File: config.mk
export PLATFORM = sky130hd
export DESIGN_NAME = control_link_slave
export DESIGN_NICKNAME = d
export VERILOG_FILES = /design/src/rtl/control_link_slave.sv
export SDC_FILE = /design/constraint.sdc
export NUM_CORES = 1
export LEC_CHECK = 0
export BUFFER_PORTS_ARGS = -buffer_cell sky130_fd_sc_hd__buf_4
export CAP_MARGIN = 20
export CORE_MARGIN = 3
export CORE_UTILIZATION = 50
export CTS_BUF_LIST = sky130_fd_sc_hd__clkbuf_2 sky130_fd_sc_hd__clkbuf_4 sky130_fd_sc_hd__clkbuf_8
export CTS_CLUSTER_SIZE = 28
export DETAILED_ROUTE_END_ITERATION = 8
export GPL_TIMING_DRIVEN = 0
export PLACE_DENSITY_LB_ADDON = 0.08
export SLEW_MARGIN = 0
export SYNTH_ARGS = -nofsm -noshare
export SYNTH_HDL_FRONTEND = slang
export SYNTH_SLANG_ARGS = --single-unit
File: constraint.sdc
create_clock -name clk -period 3 [get_ports clk]
set_clock_uncertainty 0.1 [all_clocks]
set_input_delay 0.45 -clock clk [delete_from_list [all_inputs] [get_ports clk]]
set_output_delay 0.45 -clock clk [all_outputs]
set_load 0.01 [all_outputs]
File: src/rtl/control_link_slave.sv
// ----------------------------------------------------------------------------
// control_link_slave
//
// Far-end responder for the 8b10b control link. It parses 8-byte request
// frames (K28.5 comma + 7 bytes) from the decoder, runs one register-bus read
// or write for each new request, and streams 8-byte response frames back to
// the encoder.
//
// The link uses a 4-phase handshake. The response ack bit rises once the bus
// cycle is done. It falls again when a frame with req=0 arrives.
//
// Parameters
//   BUS_TIMEOUT   bus_ack wait limit in clk cycles (1..255)
//   TIMEOUT_DATA  response data returned when the bus times out
//
// Ports
//   clk, reset_n            byte clock, synchronous active-low reset
//   rx_byte/rx_isk          decoded byte and its K flag
//   rx_link_ok              decoder lock
//   tx_byte/tx_isk          byte and K flag to the encoder (registered)
//   bus_addr/bus_wdata      register address / write data (held per request)
//   bus_we/bus_re           one-cycle write / read strobes
//   bus_rdata/bus_ack       read data and bus-cycle completion
//   busy                    request in progress (FSM not idle)
//   frame_errs              saturating framing-error count
//
// Handshake note: the bus side has no backpressure. A strobe starts a cycle,
// and the cycle ends on the first bus_ack seen after the strobe cycle, or on
// timeout. No new strobe is issued until the link handshake returns to idle.
// ----------------------------------------------------------------------------
module control_link_slave #(
    parameter logic [7:0]  BUS_TIMEOUT  = 8'd255,
    parameter logic [31:0] TIMEOUT_DATA = 32'hDEAD_BEEF
) (
    input  logic        clk,
    input  logic        reset_n,
    input  logic [7:0]  rx_byte,
    input  logic        rx_isk,
    input  logic        rx_link_ok,
    output logic [7:0]  tx_byte,
    output logic        tx_isk,
    output logic [15:0] bus_addr,
    output logic [31:0] bus_wdata,
    output logic        bus_we,
    output logic        bus_re,
    input  logic [31:0] bus_rdata,
    input  logic        bus_ack,
    output logic        busy,
    output logic [7:0]  frame_errs
);

    localparam logic [7:0] K28_5 = 8'hBC;

    typedef enum logic [1:0] {
        ST_IDLE     = 2'd0,
        ST_BUS_REQ  = 2'd1,
        ST_BUS_WAIT = 2'd2,
        ST_ACK_HI   = 2'd3
    } state_e;

    // ------------------------------------------------------------------------
    // RX parser state
    // ------------------------------------------------------------------------
    logic        in_sync_q, in_sync_d;
    logic [3:0]  rx_cnt_q, rx_cnt_d;       // next byte index 1..7; 8 = frame complete
    logic        frame_valid_q, frame_valid_d;
    logic        f_req_q, f_req_d;
    logic        f_wr_q, f_wr_d;
    logic [15:0] f_addr_q, f_addr_d;
    logic [31:0] f_wdata_q, f_wdata_d;
    logic [7:0]  frame_errs_q, frame_errs_d;

    // ------------------------------------------------------------------------
    // Bus FSM state
    // ------------------------------------------------------------------------
    state_e      state_q, state_d;
    logic [15:0] bus_addr_q, bus_addr_d;
    logic [31:0] bus_wdata_q, bus_wdata_d;
    logic        wr_q, wr_d;
    logic [7:0]  tmo_cnt_q, tmo_cnt_d;
    logic        resp_ack_q, resp_ack_d;
    logic        resp_to_q, resp_to_d;
    logic [31:0] resp_data_q, resp_data_d;

    // ------------------------------------------------------------------------
    // TX state
    // ------------------------------------------------------------------------
    logic [2:0]  tx_ptr_q, tx_ptr_d;
    logic        sh_ack_q, sh_ack_d;
    logic        sh_to_q, sh_to_d;
    logic [31:0] sh_data_q, sh_data_d;
    logic [7:0]  tx_byte_q, tx_byte_d;
    logic        tx_isk_q, tx_isk_d;

    // ------------------------------------------------------------------------
    // RX parser
    // ------------------------------------------------------------------------
    always_comb begin
        logic frame_err;
        in_sync_d     = in_sync_q;
        rx_cnt_d      = rx_cnt_q;
        frame_valid_d = 1'b0;
        f_req_d       = f_req_q;
        f_wr_d        = f_wr_q;
        f_addr_d      = f_addr_q;
        f_wdata_d     = f_wdata_q;
        frame_err     = 1'b0;

        if (!rx_link_ok) begin
            // Loss of lock only drops sync. It is not a framing error.
            in_sync_d = 1'b0;
        end else if (rx_isk && rx_byte == K28_5) begin
            // A comma that cuts a partial frame counts as an error.
            // Back-to-back commas (rx_cnt==1) and a comma after a complete
            // frame (rx_cnt==8) are normal idle/framing traffic.
            if (in_sync_q && rx_cnt_q >= 4'd2 && rx_cnt_q <= 4'd7) begin
                frame_err = 1'b1;
            end
            in_sync_d = 1'b1;
            rx_cnt_d  = 4'd1;
        end else if (rx_isk) begin
            if (in_sync_q) begin
                frame_err = 1'b1;
                in_sync_d = 1'b0;
            end
        end else if (in_sync_q) begin
            if (rx_cnt_q == 4'd8) begin
                // Data after byte 7 without a comma means the frame is too long.
                frame_err = 1'b1;
                in_sync_d = 1'b0;
            end else begin
                case (rx_cnt_q)
                    4'd1: begin
                        f_req_d = rx_byte[0];
                        f_wr_d  = rx_byte[1];
                    end
                    4'd2:    f_addr_d[7:0]    = rx_byte;
                    4'd3:    f_addr_d[15:8]   = rx_byte;
                    4'd4:    f_wdata_d[7:0]   = rx_byte;
                    4'd5:    f_wdata_d[15:8]  = rx_byte;
                    4'd6:    f_wdata_d[23:16] = rx_byte;
                    4'd7:    f_wdata_d[31:24] = rx_byte;
                    default: ;
                endcase
                rx_cnt_d      = rx_cnt_q + 4'd1;
                frame_valid_d = (rx_cnt_q == 4'd7);
            end
        end

        frame_errs_d = frame_errs_q;
        if (frame_err && frame_errs_q != 8'hFF) begin
            frame_errs_d = frame_errs_q + 8'd1;
        end
    end

    // ------------------------------------------------------------------------
    // Bus / handshake FSM
    // ------------------------------------------------------------------------
    always_comb begin
        state_d     = state_q;
        bus_addr_d  = bus_addr_q;
        bus_wdata_d = bus_wdata_q;
        wr_d        = wr_q;
        tmo_cnt_d   = tmo_cnt_q;
        resp_ack_d  = resp_ack_q;
        resp_to_d   = resp_to_q;
        resp_data_d = resp_data_q;

        case (state_q)
            ST_IDLE: begin
                if (frame_valid_q && f_req_q) begin
                    bus_addr_d  = f_addr_q;
                    bus_wdata_d = f_wdata_q;
                    wr_d        = f_wr_q;
                    state_d     = ST_BUS_REQ;
                end
            end
            ST_BUS_REQ: begin
                // The strobe is asserted combinationally in this state.
                // Any bus_ack seen now belongs to nothing and is ignored.
                tmo_cnt_d = 8'd0;
                state_d   = ST_BUS_WAIT;
            end
            ST_BUS_WAIT: begin
                // Link loss does not abort a bus cycle that has started.
                if (bus_ack) begin
                    resp_data_d = wr_q ? 32'h0 : bus_rdata;
                    resp_to_d   = 1'b0;
                    resp_ack_d  = 1'b1;
                    state_d     = ST_ACK_HI;
                end else if (tmo_cnt_q == BUS_TIMEOUT - 8'd1) begin
                    // BUS_TIMEOUT cycles have been spent here without an ack.
                    resp_data_d = TIMEOUT_DATA;
                    resp_to_d   = 1'b1;
                    resp_ack_d  = 1'b1;
                    state_d     = ST_ACK_HI;
                end else begin
                    tmo_cnt_d = tmo_cnt_q + 8'd1;
                end
            end
            ST_ACK_HI: begin
                // Repeated req=1 frames keep the ack high and start no new cycle.
                if (!rx_link_ok || (frame_valid_q && !f_req_q)) begin
                    resp_ack_d = 1'b0;
                    state_d    = ST_IDLE;
                end
            end
            default: state_d = ST_IDLE;
        endcase
    end

    assign bus_we     = (state_q == ST_BUS_REQ) &&  wr_q;
    assign bus_re     = (state_q == ST_BUS_REQ) && !wr_q;
    assign bus_addr   = bus_addr_q;
    assign bus_wdata  = bus_wdata_q;
    assign busy       = (state_q != ST_IDLE);
    assign frame_errs = frame_errs_q;

    // ------------------------------------------------------------------------
    // TX framer. The shadow registers are loaded while byte 7 is emitted.
    // This keeps every transmitted frame internally consistent.
    // ------------------------------------------------------------------------
    always_comb begin
        tx_ptr_d  = tx_ptr_q + 3'd1;
        sh_ack_d  = sh_ack_q;
        sh_to_d   = sh_to_q;
        sh_data_d = sh_data_q;
        tx_isk_d  = 1'b0;
        tx_byte_d = 8'h00;

        if (tx_ptr_q == 3'd7) begin
            sh_ack_d  = resp_ack_q;
            sh_to_d   = resp_to_q;
            sh_data_d = resp_data_q;
        end

        case (tx_ptr_q)
            3'd0: begin
                tx_byte_d = K28_5;
                tx_isk_d  = 1'b1;
            end
            3'd1:    tx_byte_d = {6'h0, sh_to_q, sh_ack_q};
            3'd2:    tx_byte_d = sh_data_q[7:0];
            3'd3:    tx_byte_d = sh_data_q[15:8];
            3'd4:    tx_byte_d = sh_data_q[23:16];
            3'd5:    tx_byte_d = sh_data_q[31:24];
            default: tx_byte_d = 8'h00;
        endcase
    end

    assign tx_byte = tx_byte_q;
    assign tx_isk  = tx_isk_q;

    // ------------------------------------------------------------------------
    // Registers
    // ------------------------------------------------------------------------
    always_ff @(posedge clk) begin
        if (!reset_n) begin
            in_sync_q     <= 1'b0;
            rx_cnt_q      <= 4'd0;
            frame_valid_q <= 1'b0;
            f_req_q       <= 1'b0;
            f_wr_q        <= 1'b0;
            f_addr_q      <= 16'h0;
            f_wdata_q     <= 32'h0;
            frame_errs_q  <= 8'h00;
            state_q       <= ST_IDLE;
            bus_addr_q    <= 16'h0;
            bus_wdata_q   <= 32'h0;
            wr_q          <= 1'b0;
            tmo_cnt_q     <= 8'd0;
            resp_ack_q    <= 1'b0;
            resp_to_q     <= 1'b0;
            resp_data_q   <= 32'h0;
            tx_ptr_q      <= 3'd0;
            sh_ack_q      <= 1'b0;
            sh_to_q       <= 1'b0;
            sh_data_q     <= 32'h0;
            tx_byte_q     <= 8'h00;
            tx_isk_q      <= 1'b0;
        end else begin
            in_sync_q     <= in_sync_d;
            rx_cnt_q      <= rx_cnt_d;
            frame_valid_q <= frame_valid_d;
            f_req_q       <= f_req_d;
            f_wr_q        <= f_wr_d;
            f_addr_q      <= f_addr_d;
            f_wdata_q     <= f_wdata_d;
            frame_errs_q  <= frame_errs_d;
            state_q       <= state_d;
            bus_addr_q    <= bus_addr_d;
            bus_wdata_q   <= bus_wdata_d;
            wr_q          <= wr_d;
            tmo_cnt_q     <= tmo_cnt_d;
            resp_ack_q    <= resp_ack_d;
            resp_to_q     <= resp_to_d;
            resp_data_q   <= resp_data_d;
            tx_ptr_q      <= tx_ptr_d;
            sh_ack_q      <= sh_ack_d;
            sh_to_q       <= sh_to_d;
            sh_data_q     <= sh_data_d;
            tx_byte_q     <= tx_byte_d;
            tx_isk_q      <= tx_isk_d;
        end
    end

endmodule
**Word-level counts from Yosys, hierarchy flattened**

Cells that the tools add are included.
Widths: inputs -> output; s select.

- $add $sub $neg: 4
- Magnitude comparators: 2
- Eq/ne operators: 27
- Mux-type cells: 33
- Bitwise gates (word level): 6
- Reductions and logical operators: 34

Operator list:

| operator | count |
|---|---|
| $mux 32 | 3 |
| $pmux 8 s6 | 1 |
| $reduce_and 6->1 | 7 |
| $add 8x1->8 const B | 2 |
| $eq 4x3->1 const B | 4 |
| $eq 8x8->1 const B | 2 |
| $mux 1 | 16 |
| $mux 4 | 4 |
| $mux 8 | 2 |
| $pmux 8 s2 | 1 |
| $ne 2x2->1 const B | 5 |
| $reduce_bool 2->1 | 5 |
| $eq 3x3->1 const B | 3 |
| $reduce_and 3->1 | 3 |
| $eq 4x2->1 const B | 2 |
| $logic_and 1x1->1 | 8 |
| $mux 2 | 4 |
| $ne 8x8->1 const B | 1 |
| $pmux 2 s4 | 1 |
| $eq 3x2->1 const B | 2 |
| $not 1->1 | 6 |
| $reduce_and 2->1 | 3 |
| $reduce_or 6->1 | 1 |
| $add 4x1->4 const B | 1 |
| other kinds (16) | 19 |

- Register bits after elaboration: 203
- Bits of input ports: 45
- Output and inout bits: 68
- Logic and storage cells: 132

**Depth between registers and ports, before layout**

- Depth in word-level cells: 7
- Depth in mapped cells: 9
- Depth with buffers taken out: 6

**Worst setup path before layout**

No wires, ideal clock.

- Path type: reg-to-reg
- Start point: reg tx_ptr_q[2]
- End point: reg tx_byte_q[0] (netlist: tx_byte[0])
- Library setup time: 0.166 ns
- Arrival: 1.741 ns
- Required time: 2.734 ns
- Path slack: 0.993 ns
- Stages on the path, launching flop included: 6
- Path buffers: 1
- Period minus slack after synthesis: 2.007 ns
- Cell sequence: dfxtp_1 inv_1 ha_1 clkbuf_1 o41ai_1 a21oi_1

- Longest elaborated chain between the ends: 2
- Elaborated cells between the ends (all ways): 7
- Those cells by class: eq/ne (5); mux (1); reduce/logical (1)

RTL lines:

| item | RTL line | source |
|---|---|---|
| start: declaration | 88 | `logic [2:0] tx_ptr_q, tx_ptr_d;` |
| start signal: assignment | 298 | `tx_ptr_q <= tx_ptr_d;` |
| $eq 3x3->1 (tied with other cells) | 237 | `case (tx_ptr_q)` |
| $pmux 8 s6 (*) | 237 |  |
| end signal: assignment | 302 | `tx_byte_q <= tx_byte_d;` |
| end: declaration | 92 | `logic [7:0] tx_byte_q, tx_byte_d;` |

Every way passes the cells marked *; elsewhere a longest branch is shown, timed or not.
A chain may end at the register's enable or synchronous reset.

**Final worst setup path**

- Start point: reg wr_q
- End point: out bus_we

- Longest elaborated chain between the ends: 1

RTL lines:

| item | RTL line | source |
|---|---|---|
| start: declaration | 79 | `logic wr_q, wr_d;` |
| start signal: assignment | 293 | `wr_q <= wr_d;` |
| $logic_and 1x1->1 | 212 | `assign bus_we = (state_q == ST_BUS_REQ) && wr_q;` |
| end: declaration | 44 | `output logic bus_we,` |

No other way between the ends.

==> results by group <==
Timing
  • Worst-case setup margin in the final layout: 0.4682 ns
  • Count of pins over their slew limit: 0
  • Number of hold violations in the final report: 0
  • Worst Tran Pin Value: 0.7376 ns
  • Accumulated negative setup slack: 0 ns
  • Final setup fails: 0
  • Maximum achievable frequency: 395.0 MHz
  • Final critical-path required period: 2.532 ns
  • Final clock period utilization by the worst path: 84.39%
  • Setup repair after global routing missed its margin: false
  • Slew Limit Headroom: 50.45%

Setup path
  • Largest fanout on the critical path: 10
  • Number of cell instances on the worst register-to-register path: 6
  • Startpoint type of the worst setup path: flop
  • Worst reg-to-reg setup slack: 0.63 ns
  • Sort of element at the end of the critical path: output port
  • Start of the worst register-to-register path: rx_cnt_q[0]
  • Type of the setup path with the least slack: reg2out
  • WP data arrival: 1.98 ns
  • Required time of the critical path: 2.45 ns
  • Capturing point of the worst reg2reg path: frame_errs[5]
  • Crit path capture: bus_we
  • Start point of the critical path: wr_q

Drt
  • Total Routed Length: 19730 um
  • Via count of the routed design: 6509
  • Via density per instance: 5.258
  • Number of nets still failing antenna checks after routing: 0
  • Number of remaining DRC errors: 0
  • Drt pass-1 iters: 5
  • Violation count after the first detailed-route iteration: 430
  • Routed wirelength normalized by instance count: 15.94 um

Job
  • Max capacitance violation total: 0

Global route
  • Global-route wire length before repair: 32550 um
  • Number of antenna violations at the first check in global routing: 0
  • Number of global-route vias before repair: 6342
  • Total gr overflow: 0
  • Overall global routing resource usage: 22.09%
  • Pin count of the biggest net entering global routing: 11

Clock tree
  • Resized Gates After CTS: 0
  • Maximum root-to-sink buffer count: 3
  • TritonCTS clock tree: done
  • Setup Buffers After CTS: 0
  • Later-pin clock latency in the skew report: 0.50 ns
  • Clk sinks: 203
  • CTS Root Buffer Type: sky130_fd_sc_hd__clkbuf_8
  • Clock-pin slew reported for the worst setup and hold paths after clock tree synthesis: 0.06 ns
  • CTS Hold Bufs: 0
  • Clock buffers created by TritonCTS: 34
  • CTS HTree Levels: 2

Placed design
  • DP Wirelength: 13970 um
  • Count of port buffers added during placement: 110
  • Pre-CTS setup slack: 0.4862 ns
  • Gp weighted congestion: 0.8348

Die
  • Num rows: 45
  • I/O Pins: 113
  • Initial core utilization: 52.14%
  • Die Wd: 133.3 um
  • Core region area: 15540 um^2
  • Area enclosed by the die boundary: 17770 um^2
  • Chip Height: 133.3 um

Synth
  • Average footprint of a synthesized cell: 9.433 um^2
  • Synth Net Count: 921
  • Synth top cells by count: sky130_fd_sc_hd__dfxtp_1 (203), sky130_fd_sc_hd__nand2_1 (137), sky130_fd_sc_hd__mux2i_1 (95), sky130_fd_sc_hd__nor2_1 (94), sky130_fd_sc_hd__a21oi_1 (62)
  • Dominant register cell in the synthesized netlist: sky130_fd_sc_hd__dfxtp_1
  • Part of the Yosys area used for sequential elements: 50.15%
  • Count of flip-flops with a built-in enable after synthesis: 0
  • Fraction of registers with async set or reset after synthesis: 0%
  • Distinct cell type count after synthesis: 57
  • Library cell with the highest instance count after synthesis: sky130_fd_sc_hd__dfxtp_1
  • Count of warnings emitted by yosys: 0
  • Area of the mapped netlist: 8103 um^2
  • Leading post-synthesis cells by cell area: sky130_fd_sc_hd__dfxtp_1 (50%), sky130_fd_sc_hd__mux2i_1 (12%), sky130_fd_sc_hd__nand2_1 (6.3%)
  • Cell taking the most area after synthesis: sky130_fd_sc_hd__dfxtp_1
  • Post-Syn Instances: 859
  • Synthesis-stage register bit count: 203
  • Post-synth top area share: 50.15%

Finish
  • Final layout net count: 1068
  • Filler instances: 1397
  • Fraction of layout instances using a drive strength above 1: 19.18%
  • Number of diodes added for antenna fixing: 0
  • Growth of design area from synthesis to finish: 22.28%
  • Layout Utilization: 63.76%

Worst hold path
  • Type of the most critical hold path: in2reg

Pwr
  • Worst IR drop on VDD: 0.0003937 V
  • Pwr per Cell Area: 561.4 nW/um^2
  • Static leakage: 4.161 nW
  • Final Power: 5.562 mW

Status
  • Status: finished clean
==> worst min-delay path by stage <==
stage | startpoint | to | slack (ns) | cells after the start
finish | bus_rdata[4] | resp_data_q[4] | 0.11 | 3
global route | bus_rdata[14] | resp_data_q[14] | 0.12 | 3
CTS | bus_rdata[14] | resp_data_q[14] | 0.09 | 3
detailed placement | f_addr_q[2] | bus_addr[2] | 0.34 | 2
global placement | f_wdata_q[15] | bus_wdata[15] | 0.34 | 2
floorplan | f_addr_q[0] | bus_addr[0] | 0.33 | 2
==> placed cells by master (no fill, tap or decap), drive strengths merged, types with 7 or more instances in the layout <==
master,n
o221a,24
nor2,94
and2,7
mux2i,95
o21ai,13
nand3,12
clkbuf,98
nand2,137
ha,17
a21oi,62
nand4,12
inv,16
nand2b,11
a222oi,7
buf,126
dfxtp,203
nor2b,26
==> final cells by class <==
cell class	instances	area [um^2]	share of cell area (%)
clock inverter	3	17.52	0.1768
tap	211	264.0	2.664
inverter	16	60.06	0.6061
timing repair buffer	111	830.8	8.385
sequential	203	4064	41.02
clock buffer	54	693.2	6.996
buffer	59	277.8	2.803
multi-input combinational	581	3701	37.35
==> registers in the layout (all words and copies together), names as in the netlist, 2 cells and up <==
signal,cells
f_addr_q,16
tx_ptr_q,3
sh_data_q,32
f_wdata_q,32
bus_wdata,32
bus_addr,16
frame_errs,8
rx_cnt_q,4
resp_data_q,32
tmo_cnt_q,8
tx_byte,8
state_q,2
==> per-layer routing <==
metal  track usage, %  wire [um]  up-vias
li1                 -          -     3257
met2            36.00       9144      189
met1            30.22       9143     3042
met5                0          0        -
met4            5.486        229        0
met3            4.532       1210       21
==> critical path, stage by stage (launching register included) <==
cell and delay [ns]:
sky130_fd_sc_hd__dfxtp_1 0.63, sky130_fd_sc_hd__clkbuf_1 0.52, sky130_fd_sc_hd__and2_1 0.22, sky130_fd_sc_hd__buf_4 0.12
==> kinds of logic (layout without fill, tap and decap cells) <==
| kind of cell | after synthesis | in the layout | synth area share [%] |
|---|---|---|---|
| DFF | 203 | 203 | 50.15 |
| AOI/OAI and AO/OA | 137 | 137 | 12.15 |
| muxes | 97 | 97 | 12.01 |
| adders and majority gates | 17 | 17 | 2.625 |
| buffers and inverters | 75 | 243 | 4.169 |
| and+or+nand+nor | 330 | 330 | 18.89 |
==> through the flow <==
| stage | instance area, um^2 | hold slack, ns | cells |
|---|---|---|---|
| 3_5_place_dp | 9193 | 0.3435 | 1180 |
| 6_report | 9908 | 0.1078 | 1238 |
| 4_1_cts | 9903 | 0.09107 | 1237 |
| 2_1_floorplan | 8103 | 0.3315 | 859 |
| 3_3_place_gp | 9193 | 0.3429 | 1180 |
| 5_1_grt | 9908 | 0.1221 | 1238 |
==> power by group <==
group,internal (mW),switching [mW]
logic,0.131,0.189
registers,2.72,0.0147
clock network,1.46,1.05
total,4.31,1.26
No activity file was read; power rests on OpenSTA's default activity.
